$ cat config.mk
export PLATFORM = sky130hd
export DESIGN_NAME = mi_arbiter
export DESIGN_NICKNAME = d
export VERILOG_FILES = /design/src/rtl/mi_arb_pkg.sv /design/src/rtl/mi_arb_pick.sv /design/src/rtl/mi_arbiter.sv
export SDC_FILE = /design/constraint.sdc
export NUM_CORES = 1
export LEC_CHECK = 0
export BUFFER_PORTS_ARGS = -buffer_cell sky130_fd_sc_hd__buf_2
export CORE_AREA = 8 8 110 112
export CTS_CLUSTER_SIZE = 40
export DETAILED_ROUTE_END_ITERATION = 10
export DIE_AREA = 0 0 118 120
export HOLD_SLACK_MARGIN = 0.1
export PLACE_DENSITY = 0.55
export SLEW_MARGIN = 20
export SYNTH_ARGS = -nofsm -noshare
export SYNTH_HDL_FRONTEND = slang
export SYNTH_SLANG_ARGS = --single-unit
$ cat constraint.sdc
create_clock -name clk -period 1.69 [get_ports clk]
set_input_delay 0.0845 -clock clk [delete_from_list [all_inputs] [get_ports clk]]
set_output_delay 0.0845 -clock clk [all_outputs]
set_load 0.01 [all_outputs]
$ cat src/rtl/mi_arb_pkg.sv
// Shared constants for the mi_* interface arbiter: FSM encodings and bus widths.
package mi_arb_pkg;
    localparam logic [1:0] ST_IDLE = 2'd0;
    localparam logic [1:0] ST_CMD  = 2'd1;
    localparam logic [1:0] ST_DATA = 2'd2;

    localparam int MI_LEN_W = 7;
    localparam int MI_DW    = 32;
endpackage

$ cat src/rtl/mi_arb_pick.sv
// Combinational requester picker: first set bit of req, searching upward from ptr
// and wrapping at N. Fixed priority is obtained by tying ptr to 0.
module mi_arb_pick #(
    parameter int N  = 2,
    parameter int GW = 1
) (
    input  logic [N-1:0]  req,
    input  logic [GW-1:0] ptr,
    output logic          any,
    output logic [GW-1:0] idx
);
    always_comb begin
        int j;
        j   = 0;
        any = 1'b0;
        idx = '0;
        for (int k = 0; k < N; k++) begin
            j = int'(ptr) + k;
            if (j >= N) j = j - N;
            if (!any && req[j]) begin
                any = 1'b1;
                idx = j[GW-1:0];
            end
        end
    end
endmodule

$ cat src/rtl/mi_arbiter.sv
// Burst-level arbiter sharing one mi_* memory interface between N requesters.
// Define MI_ARB_RR_EN for round-robin arbitration; otherwise index 0 has fixed priority.
//
// state   | meaning
// --------+------------------------------------------------------------
// ST_IDLE | nothing granted, all outputs 0, pick a winner if any valid
// ST_CMD  | command of grant presented downstream, waiting for mi_ready
// ST_DATA | burst in flight, data handshakes steered to grant
module mi_arbiter
    import mi_arb_pkg::*;
#(
    parameter int N  = 2,
    parameter int AW = 32
) (
    input  logic                  clk,
    input  logic                  rst_n,
    input  logic [N*AW-1:0]       req_addr,
    input  logic [N*MI_LEN_W-1:0] req_len,
    input  logic [N-1:0]          req_rw,
    input  logic [N-1:0]          req_valid,
    output logic [N-1:0]          req_ready,
    input  logic [N*MI_DW-1:0]    req_wdata,
    output logic [N-1:0]          req_wack,
    output logic [N-1:0]          req_wlast,
    output logic [MI_DW-1:0]      req_rdata,
    output logic [N-1:0]          req_rstb,
    output logic [N-1:0]          req_rlast,
    output logic [AW-1:0]         mi_addr,
    output logic [MI_LEN_W-1:0]   mi_len,
    output logic                  mi_rw,
    output logic                  mi_valid,
    input  logic                  mi_ready,
    output logic [MI_DW-1:0]      mi_wdata,
    input  logic                  mi_wack,
    input  logic                  mi_wlast,
    input  logic [MI_DW-1:0]      mi_rdata,
    input  logic                  mi_rstb,
    input  logic                  mi_rlast
);
    localparam int GW = (N > 1) ? $clog2(N) : 1;

    logic [1:0]    state;
    logic [GW-1:0] grant;
    logic          rw_q;
    logic          active, in_cmd, accept, w_done, r_done;
    logic          g_valid, g_rw;
    logic [N-1:0]  gsel;
    logic          pick_any;
    logic [GW-1:0] pick_idx, pick_ptr;

`ifdef MI_ARB_RR_EN
    logic [GW-1:0] rr_ptr;
    logic [GW-1:0] grant_inc;
    assign grant_inc = (grant == GW'(N-1)) ? '0 : grant + 1'b1;
    assign pick_ptr  = rr_ptr;
`else
    assign pick_ptr  = '0;
`endif

    mi_arb_pick #(.N(N), .GW(GW)) u_pick (
        .req (req_valid),
        .ptr (pick_ptr),
        .any (pick_any),
        .idx (pick_idx)
    );

    assign active = (state != ST_IDLE);
    assign in_cmd = (state == ST_CMD);

    // Every mux is gated by active so an idle arbiter drives all zeros.
    always_comb begin
        mi_addr  = '0;
        mi_len   = '0;
        mi_rw    = 1'b0;
        mi_wdata = '0;
        g_valid  = 1'b0;
        g_rw     = 1'b0;
        gsel     = '0;
        for (int i = 0; i < N; i++) begin
            if (active && grant == GW'(i)) begin
                gsel[i]  = 1'b1;
                mi_addr  = req_addr[i*AW +: AW];
                mi_len   = req_len[i*MI_LEN_W +: MI_LEN_W];
                mi_rw    = req_rw[i];
                mi_wdata = req_wdata[i*MI_DW +: MI_DW];
                g_valid  = req_valid[i];
                g_rw     = req_rw[i];
            end
        end
    end

    assign mi_valid  = in_cmd & g_valid;
    assign accept    = mi_valid & mi_ready;
    assign w_done    = mi_wack & mi_wlast;
    assign r_done    = mi_rstb & mi_rlast;

    assign req_ready = gsel & {N{in_cmd & mi_ready}};
    assign req_wack  = gsel & {N{mi_wack}};
    assign req_wlast = gsel & {N{mi_wlast}};
    assign req_rstb  = gsel & {N{mi_rstb}};
    assign req_rlast = gsel & {N{mi_rlast}};
    assign req_rdata = active ? mi_rdata : '0;

    always_ff @(posedge clk or negedge rst_n) begin
        if (!rst_n) begin
            state <= ST_IDLE;
            grant <= '0;
            rw_q  <= 1'b0;
`ifdef MI_ARB_RR_EN
            rr_ptr <= '0;
`endif
        end else begin
            case (state)
                ST_IDLE: begin
                    if (pick_any) begin
                        grant <= pick_idx;
                        state <= ST_CMD;
                    end
                end
                ST_CMD: begin
                    if (accept) begin
                        rw_q <= g_rw;
`ifdef MI_ARB_RR_EN
                        rr_ptr <= grant_inc;
`endif
                        // a last beat landing on the accept cycle ends the burst here
                        state <= (g_rw ? r_done : w_done) ? ST_IDLE : ST_DATA;
                    end else if (!g_valid) begin
                        state <= ST_IDLE;
                    end
                end
                ST_DATA: begin
                    if (rw_q ? r_done : w_done) state <= ST_IDLE;
                end
                default: state <= ST_IDLE;
            endcase
        end
    end
endmodule

**Word-level counts from Yosys, hierarchy flattened**

Cells that the tools add are included.

- Equality and inequality tests: 5
- Muxes and demuxes: 24
- Bitwise logic cells: 11
- Reductions and logical operators: 9

Operators with widths:

| operator | count |
|---|---|
| $mux W32 | 5 |
| $mux W7 | 2 |
| $mux W1 | 11 |
| $and A2 B2 Y2 | 5 |
| $mux W2 | 5 |
| $pmux W2 S3 | 1 |
| $and A1 B1 Y1 | 5 |
| $ne A2 B2 Y1 const B | 2 |
| $reduce_and A2 Y1 | 2 |
| $logic_and A1 B1 Y1 | 3 |
| $ne A3 B3 Y1 const B | 1 |
| $reduce_and A3 Y1 | 1 |
| $eq A2 B1 Y1 const B | 1 |
| $eq A2 B2 Y1 const B | 1 |
| $logic_not A2 Y1 | 1 |
| $reduce_bool A2 Y1 | 1 |
| $logic_not A1 Y1 | 1 |
| $not A1 Y1 | 1 |

- Flip-flop bits (word level): 4
- Logic and storage cells: 52

**Logic depth before layout (Yosys ltp)**

Gate-level depths: netlist (run 1).

- Word-level depth: 8
- Gate-level depth with buffers: 5
- Mapped depth without buffers: 3

**Cells and area by module**

A second synthesis (run 1) with hierarchy kept.

- Cell total of the unflattened synthesis: 236
- Area total of the unflattened synthesis: 1625.3 µm²

By module, submodules not included:

| module | instances | cells an instance | area an instance (µm²) |
|---|---|---|---|
| mi_arbiter | 1 | 233 | 1607.8 |
| mi_arb_pick | 1 | 3 | 17.5 |

**Worst setup path after synthesis (run 1)**

No wires, ideal clock.

- Path type: register to output
- Start point: register grant
- End point: output mi_addr[0]
- Data arrival time: 1.096 ns
- Setup slack: 0.509 ns
- Cell stages (with the launch flop): 6
- Buffers on the path: 3
- Path through: dfrtp_1 buf_4 buf_6 buf_4 mux2i_1 nor2_1

- Longest elaborated chain between the ends: 4
- Elaborated cells on any way between the ends: 5

RTL lines:

| item | line | source |
|---|---|---|
| start, declared | mi_arbiter.sv:43 | `logic [GW-1:0] grant;` |
| start signal, assigned | mi_arbiter.sv:116 | `grant <= pick_idx;` |
| $not A1 Y1 | mi_arbiter.sv:80 | `if (active && grant == GW'(i)) begin` |
| $logic_and A1 B1 Y1 | mi_arbiter.sv:80 |  |
| $mux W32 | mi_arbiter.sv:80 |  |
| $mux W32 * | mi_arbiter.sv:80 |  |
| end, declared | mi_arbiter.sv:28 | `output logic [AW-1:0] mi_addr,` |

Mark *: on every way between the ends. The rest lies on a longest branch, timed or not.

**Worst setup path after layout (run 1)**

- Start point: register grant
- End point: output mi_wdata[22]

- Longest elaborated chain between the ends: 4
- Elaborated cells on any way between the ends: 5

RTL lines:

| item | line | source |
|---|---|---|
| $not A1 Y1 | mi_arbiter.sv:80 |  |
| $logic_and A1 B1 Y1 | mi_arbiter.sv:80 |  |
| $mux W32 | mi_arbiter.sv:80 |  |
| $mux W32 * | mi_arbiter.sv:80 |  |
| end, declared | mi_arbiter.sv:33 | `output logic [MI_DW-1:0] mi_wdata,` |

Marks and branches as above.

==> results of run 1 <==
area by class of cell:
type | instances | area share [%]
clock buffer | 4 | 1.33
inverter | 2 | 0.222
multi-input combinational | 204 | 40.8
sequential | 4 | 3.07
tap | 140 | 5.18
timing repair buffer | 315 | 49.4
metrics by stage:
step                      cells  hold WS, ns  total power [mW]  setup slack [ns]
after floorplan             231       -0.211              3.08             0.509
after global placement      658       -0.104              4.93             0.199
after detailed placement    658      -0.0986              4.98             0.119
after CTS                   665        0.170              5.23            0.0356
after global routing        669        0.189              5.69            0.0274
final                       669        0.163              5.20             0.133
logic make-up after synthesis:
logic type      synth area share [%]
buf+inv                         7.46
mux                             45.9
simple gates                    35.8
flops                           6.28
compound gates                  4.56
power by group through the flow:
stage          logic [mW]  clock network (mW)  registers, mW
6_report             4.77               0.212          0.221
5_1_grt              5.23               0.229          0.229
4_1_cts              4.76               0.218          0.251
3_5_place_dp         4.73                   0          0.249
3_3_place_gp         4.69                   0          0.245
2_1_floorplan        2.92                   0          0.168
cell usage in the layout (no fill, tap or decap):
cell type and count:
a21oi_1 2, and2_1 32, and3_1 8, buf_12 4, buf_2 300, buf_4 8, clkbuf_1 1, clkbuf_8 3
dfrtp_1 3, dfrtp_4 1, dlygate4sd3_1 3, inv_1 2, mux2i_1 73, nand2_1 2, nand3_1 1, nand3b_1 1
nor2_1 74, nor2_4 1, nor3_1 2, o2111ai_1 1, o21ai_0 2, o21ba_1 1, o41ai_1 2, o41ai_2 1
or2_4 1
state kept, by name, indices dropped and copies added, names as in the netlist:
register and flops:
state 2, grant 1, rw_q 1
worst max-delay path by stage:
stage                         endpoint  slack [ns]  depth (start not counted)
after floorplan             mi_addr[0]        0.51                          5
after global placement    req_rlast[1]        0.20                          3
after detailed placement  req_rlast[0]        0.12                          3
after CTS                   mi_addr[3]        0.04                          5
after global routing        mi_addr[0]        0.03                          5
final                     mi_wdata[22]        0.13                          4
layer usage:
layer  part of all wire [%]  track usage, %  vias to the layer above  wire (um)
li1                       -               -                     1372          -
met4                   0.23           0.480                        0         21
met5                      0               0                        -          0
met2                     53            22.8                      159       4860
met3                    9.4            4.93                        4        866
met1                     37            11.8                     1161       3440
worst max-delay path, delay by kind of cell, from the launching register on:
| family | cells | cell delay [ns] |
|---|---|---|
| muxes | 1 | 0.28 |
| DFF | 1 | 0.49 |
| buffers and inverters | 2 | 0.39 |
| and+or+nand+nor | 1 | 0.06 |
what timing repair did:
item | 4_1_cts | 5_1_grt
hold buffers | 3 | 0
setup buffers | 0 | 4
hold endpoints to repair | 6 | 0
endpoints found under the setup margin | 40 | 21
gates resized for setup | 1 | 1
==> results.md, run 1 <==
* VDD IR max at 0.000590 V
* H-Tree Depth at 1
* Synth top area cells: mux2i_1 46%, nor2_1 17%, and2_1 13%, dfrtp_1 6.3%, buf_2 3.5%
* Comb pwr share at 91.7%
* Crit path from: grant
* Clock Skew at between 0.007 and 0.008 ns
* RSZ-0062 raised after global routing: false
* Internal power at between 2 and 2.5 mW
* Synthesis Warnings at 0
* Sequential area share after synthesis at around 6.3%
* Final hold vios at 0
* Multi-input gate area at about 1400 um^2
* Cell Area, Placed at 3280 um^2
* Clock power frac at about 4%
* Post-DRT Antenna Nets at 0
* Hold crit path type: input pin to flip-flop
* Vias in the first global route at 2796
* Chip width at between 100 and 150 um
* Final Instance Area at around 3400 um^2
* HPWL Detailed at between 8 and 9 mm
* Worst path arrival time at around 1.5 ns
* WL/cell at around 14 um
* Diodes inserted at 0
* Pin count of the biggest net entering global routing at between 40 and 50
* WL final at a little over 9 mm
* R2R Setup Slk at between 0.3 and 0.4 ns
* Max Cap Viol at 0
* # IOs at 300
* Leading area contributor after synthesis: mux2i_1
* Final period util at about 90%
* First-pass GRT wire length at roughly 14 mm
* Worst-path cell chain: buf_12, mux2i_1, nor2_1, buf_2
* Root buffer cell: clkbuf_8
* Rows at 38
* Rel. slew slack at 68.4%
* Hold Path Sink: state[0]
* Reg-to-Reg End: state[1]
* Die area at ~14000 um^2
* First DRT Iteration DRCs at 94
* Hold depth at 3
* FF+latch count, synth at 4
* Final net count at between 700 and 800
* # clock sinks at 4
* Area grow syn2layout at 112%
* Fraction of layout cells with a size suffix above 1 at around three fifths
* Max incr delay on CP at between 0.4 and 0.5 ns
* Worst Min Path Start: req_valid[1]
* Leakage at ~2.2 nW
* Post-synth top cells: 74 x nor2_1, 73 x mux2i_1, 32 x and2_1, 11 x buf_2, 8 x and3_1
* Worst EP required at about 1.6 ns
* Pwr Density at between 1500 and 2000 nW/um^2
* Worst-Margin Slew at 0.461 ns
* Drt via density at 4.03
* Syn Std Cell Area at between 1500 and 2000 um^2
* DRC Markers at 0
* Seq. cell area at between 100 and 150 um^2
* Drt pass-1 iters at 4
* Post-Syn Nets at about 420
* Clock Path Buffers at 2
* Core region area at approximately 11000 um^2
* Max Clk Rate at roughly 640 MHz
* Clock-pin transition on the worst setup and hold timing paths at approximately 0.04 ns
* Synth unique cells at 22
* Clock period minus worst slack at roughly 1.6 ns
* Setup violators final at 0
* DR vias at about 2700
* Num CTS Buffers at 3
* Main flop type after synthesis: dfrtp_1
* RD Place Congestion at around 0.81
* CP max FO at 34
* Crit end category: output port
* Flop pwr share at under 10%
* IO buf count at between 200 and 300
* Avg Synthesized Cell Area at roughly 6.9 um^2
* Starting Density at 15.2%
* P_sw at ~2.7 mW
* Vert. Die Dim at 120 um
* Post-synth EDFFs at 0
* Clock Latency Late Sink at 0.22 ns
* Startpoint types: flip-flop
* Gr usage total at a little under an eighth
* CTS tree: done
* GRT overflow at 0
* Slew Viols, Final at 0
* Initial antenna violation count at 0
* Post-synth top area share at 45.9%
* Finished Core Util at about 32%
* Sw frac at 52.2%
* Reg2reg path depth at 3
* CP max stage cell: dfrtp_4
* Setup TNS at 0 ns
* Reg2reg start: grant
* Setup Crit Path Kind: flip-flop to output port
* Status: complete, no violations
* Most numerous cell in the Yosys netlist: nor2_1
* Post-synth ARST share at between 90% and 100%
* Fill cell count at ~1100
* Cells after synthesis at ~230
(Power assumes the default switching activity.)
==> run 2, diff against run 1 <==
--- a/config.mk
+++ b/config.mk
@@ -12,6 +12,7 @@
 export DIE_AREA = 0 0 118 120
 export HOLD_SLACK_MARGIN = 0.1
 export PLACE_DENSITY = 0.55
+export SETUP_SLACK_MARGIN = 0.4
 export SLEW_MARGIN = 20
 export SYNTH_ARGS = -nofsm -noshare
 export SYNTH_HDL_FRONTEND = slang
==> results.md, run 2 (same netlist as run 1, synthesis figures left out) <==
* Cell Area, Placed at between 3000 and 4000 um^2
* CP max FO at 5
* Clock Latency Late Sink at 0.22 ns
* Worst path arrival time at approximately 1.5 ns
* Final net count at 752
* Vias in the first global route at between 3000 and 4000
* Comb pwr share at around 94%
* Rel. slew slack at about four fifths
* Worst EP required at between 1.5 and 2 ns
* Clock power frac at 2.8%
* Drt pass-1 iters at 4
* Non-Filler Instances at 706
* Largest register FFs at 2
* Uppermost layer routed: met4
* CP most frequent cell: buf_4
* HPWL Detailed at between 8 and 9 mm
* H-Tree Depth at 1
* CP max stage cell: dfrtp_4
* RSZ-0062 raised after global routing: true
* Max Clk Rate at 639 MHz
* Pwr Density at around 1800 nW/um^2
* Area grow syn2layout at 168%
* # clock sinks at 4
* DR WL met2 at approximately 6.5 mm
* Diodes inserted at 0
* DRC Markers at 0
* Final Power at slightly below 8 mW
* Slew Viols, Final at 0
* # IOs at 300
* Commonest cells after routing, fill and taps aside: 269 x buf_2, 67 x nor2_1, 65 x mux2i_1
* VDD IR max at 0.000702 V
* Hold crit path type: input pin to flip-flop
* Dpl ws at between 0.1 and 0.15 ns
* Setup violators final at 0
* Reg with most FFs: state
* IO buf count at approximately 300
* CTS tree: done
* First DRT Iteration DRCs at 62
* Core region area at approximately 11000 um^2
* Setup Crit Path Kind: flip-flop to output port
* Final hold vios at 0
* Status: complete, no violations
* Post-DRT Antenna Nets at 0
* Chip width at about 120 um
* Num CTS Buffers at 3
* Biggest regs: state x2, grant x1, rw_q x1
* RD Place Congestion at roughly 0.81
* GRT overflow at 0
* Clock-pin transition on the worst setup and hold timing paths at ~0.04 ns
* Hold depth at 3
* Clock period minus worst slack at 1.57 ns
* CP top delay family: flip-flops
* Rows at 38
* WL met3 at 927 um
* Die area at ~14000 um^2
* Max incr delay on CP at around 0.51 ns
* Pin count of the biggest net entering global routing at 35
* Clock Skew at between 0.005 and 0.006 ns
* Startpoint types: flip-flop
* Starting Density at between 10% and 20%
* Max Cap Viol at 0
* Crit end category: output port
* Fraction of layout cells with a size suffix above 1 at between 70% and 80%
* Flop pwr share at under 10%
* Worst-path cell chain: buf_4, buf_4, mux2i_4, nor2_1, buf_2
* Critical path depth at 5
* Clock Path Buffers at 2
* M1 wire length at approximately 4.3 mm
* WL/cell at approximately 17 um
* Crit path buffers/inverters at 3
* Vert. Die Dim at between 100 and 150 um
* DR vias at between 2000 and 3000
* Number of cells after detailed placement at between 600 and 700
* Drt via density at between 4 and 5
* P_sw at between 3 and 4 mW
* WL final at around 12 mm
* Initial antenna violation count at 0
* Sw frac at approximately 45%
* Final Instance Area at 4280 um^2
* Gr usage total at a little over an eighth
* Leakage at 2.50 nW
* Reg2reg path depth at 5
* Worst-Margin Slew at 0.307 ns
* Setup TNS at 0 ns
* Internal power at approximately 4.3 mW
* Most common cell after layout, fill and taps aside: buf_2
* Final WS setup at about 0.12 ns
* First-pass GRT wire length at around 16 mm
* Final period util at between 90 and 100%
* Root buffer cell: clkbuf_8
-- run 2: changes by cell type in the layout (fill, tap and decap cells not counted), sizes merged --
cell / change
buf: +24
clkbuf: +6
or2: +7
-- run 2: worst paths after layout --
check | from | to | slack, ns
hold reg to reg | rw_q | rw_q | 0.59
min in group asynchronous | rst_n | rw_q | 0.22
hold / removal | req_valid[1] | state[0] | 0.17
setup / recovery | grant | mi_rw | 0.12
max in group asynchronous | rst_n | state[1] | 1.32
setup reg to reg | grant | state[1] | 0.13
-- run 2: area by class of cell --
type / instances / area, um^2
inverters: 2 / 7.51
flip-flops and latches: 4 / 106
repair buffers: 345 / 2300
multi-input cells: 211 / 1640
fillers: 1071 / 6230
well taps: 140 / 175
clock buffers: 4 / 45.0
-- run 2: worst reg2reg max path, cell delays in order (launching register included) --
cell,delay [ns]
dfrtp_4,0.51
buf_4,0.16
buf_4,0.14
mux2i_4,0.26
nor3_2,0.08
o41ai_2,0.30
-- run 2: what timing repair did --
action / in CTS / in global routing
hold buffers: 3 / 0
hold endpoints to repair: 6 / 0
pin swaps: 14 / 39
cloned: 6 / 11
setup buffers: 13 / 11
resized for setup: 27 / 86
setup endpoints to repair: 117 / 119
-- run 2: per-stage QoR --
stage / utilization (%) / hold slack (ns)
global route: 40.7 / 0.183
floorplan: - / -0.211
CTS: 34.3 / 0.201
detailed placement: 31.2 / -0.0986
global placement: 31.2 / -0.104
finish: 40.7 / 0.175
-- run 2: power by group through the flow --
stage / clock (mW) / combinational, mW / sequential, mW
2_1_floorplan: 0 / 2.92 / 0.168
3_3_place_gp: 0 / 4.69 / 0.245
3_5_place_dp: 0 / 4.73 / 0.249
4_1_cts: 0.218 / 5.54 / 0.226
5_1_grt: 0.234 / 7.82 / 0.229
6_report: 0.218 / 7.33 / 0.222
-- run 2: metal layers --
| metal | global-route usage [%] | vias up |
|---|---|---|
| met5 | 0 | - |
| met4 | 0.721 | 0 |
| met3 | 4.93 | 2 |
| met2 | 25.7 | 165 |
| met1 | 13.3 | 1346 |
| li1 | - | 1459 |
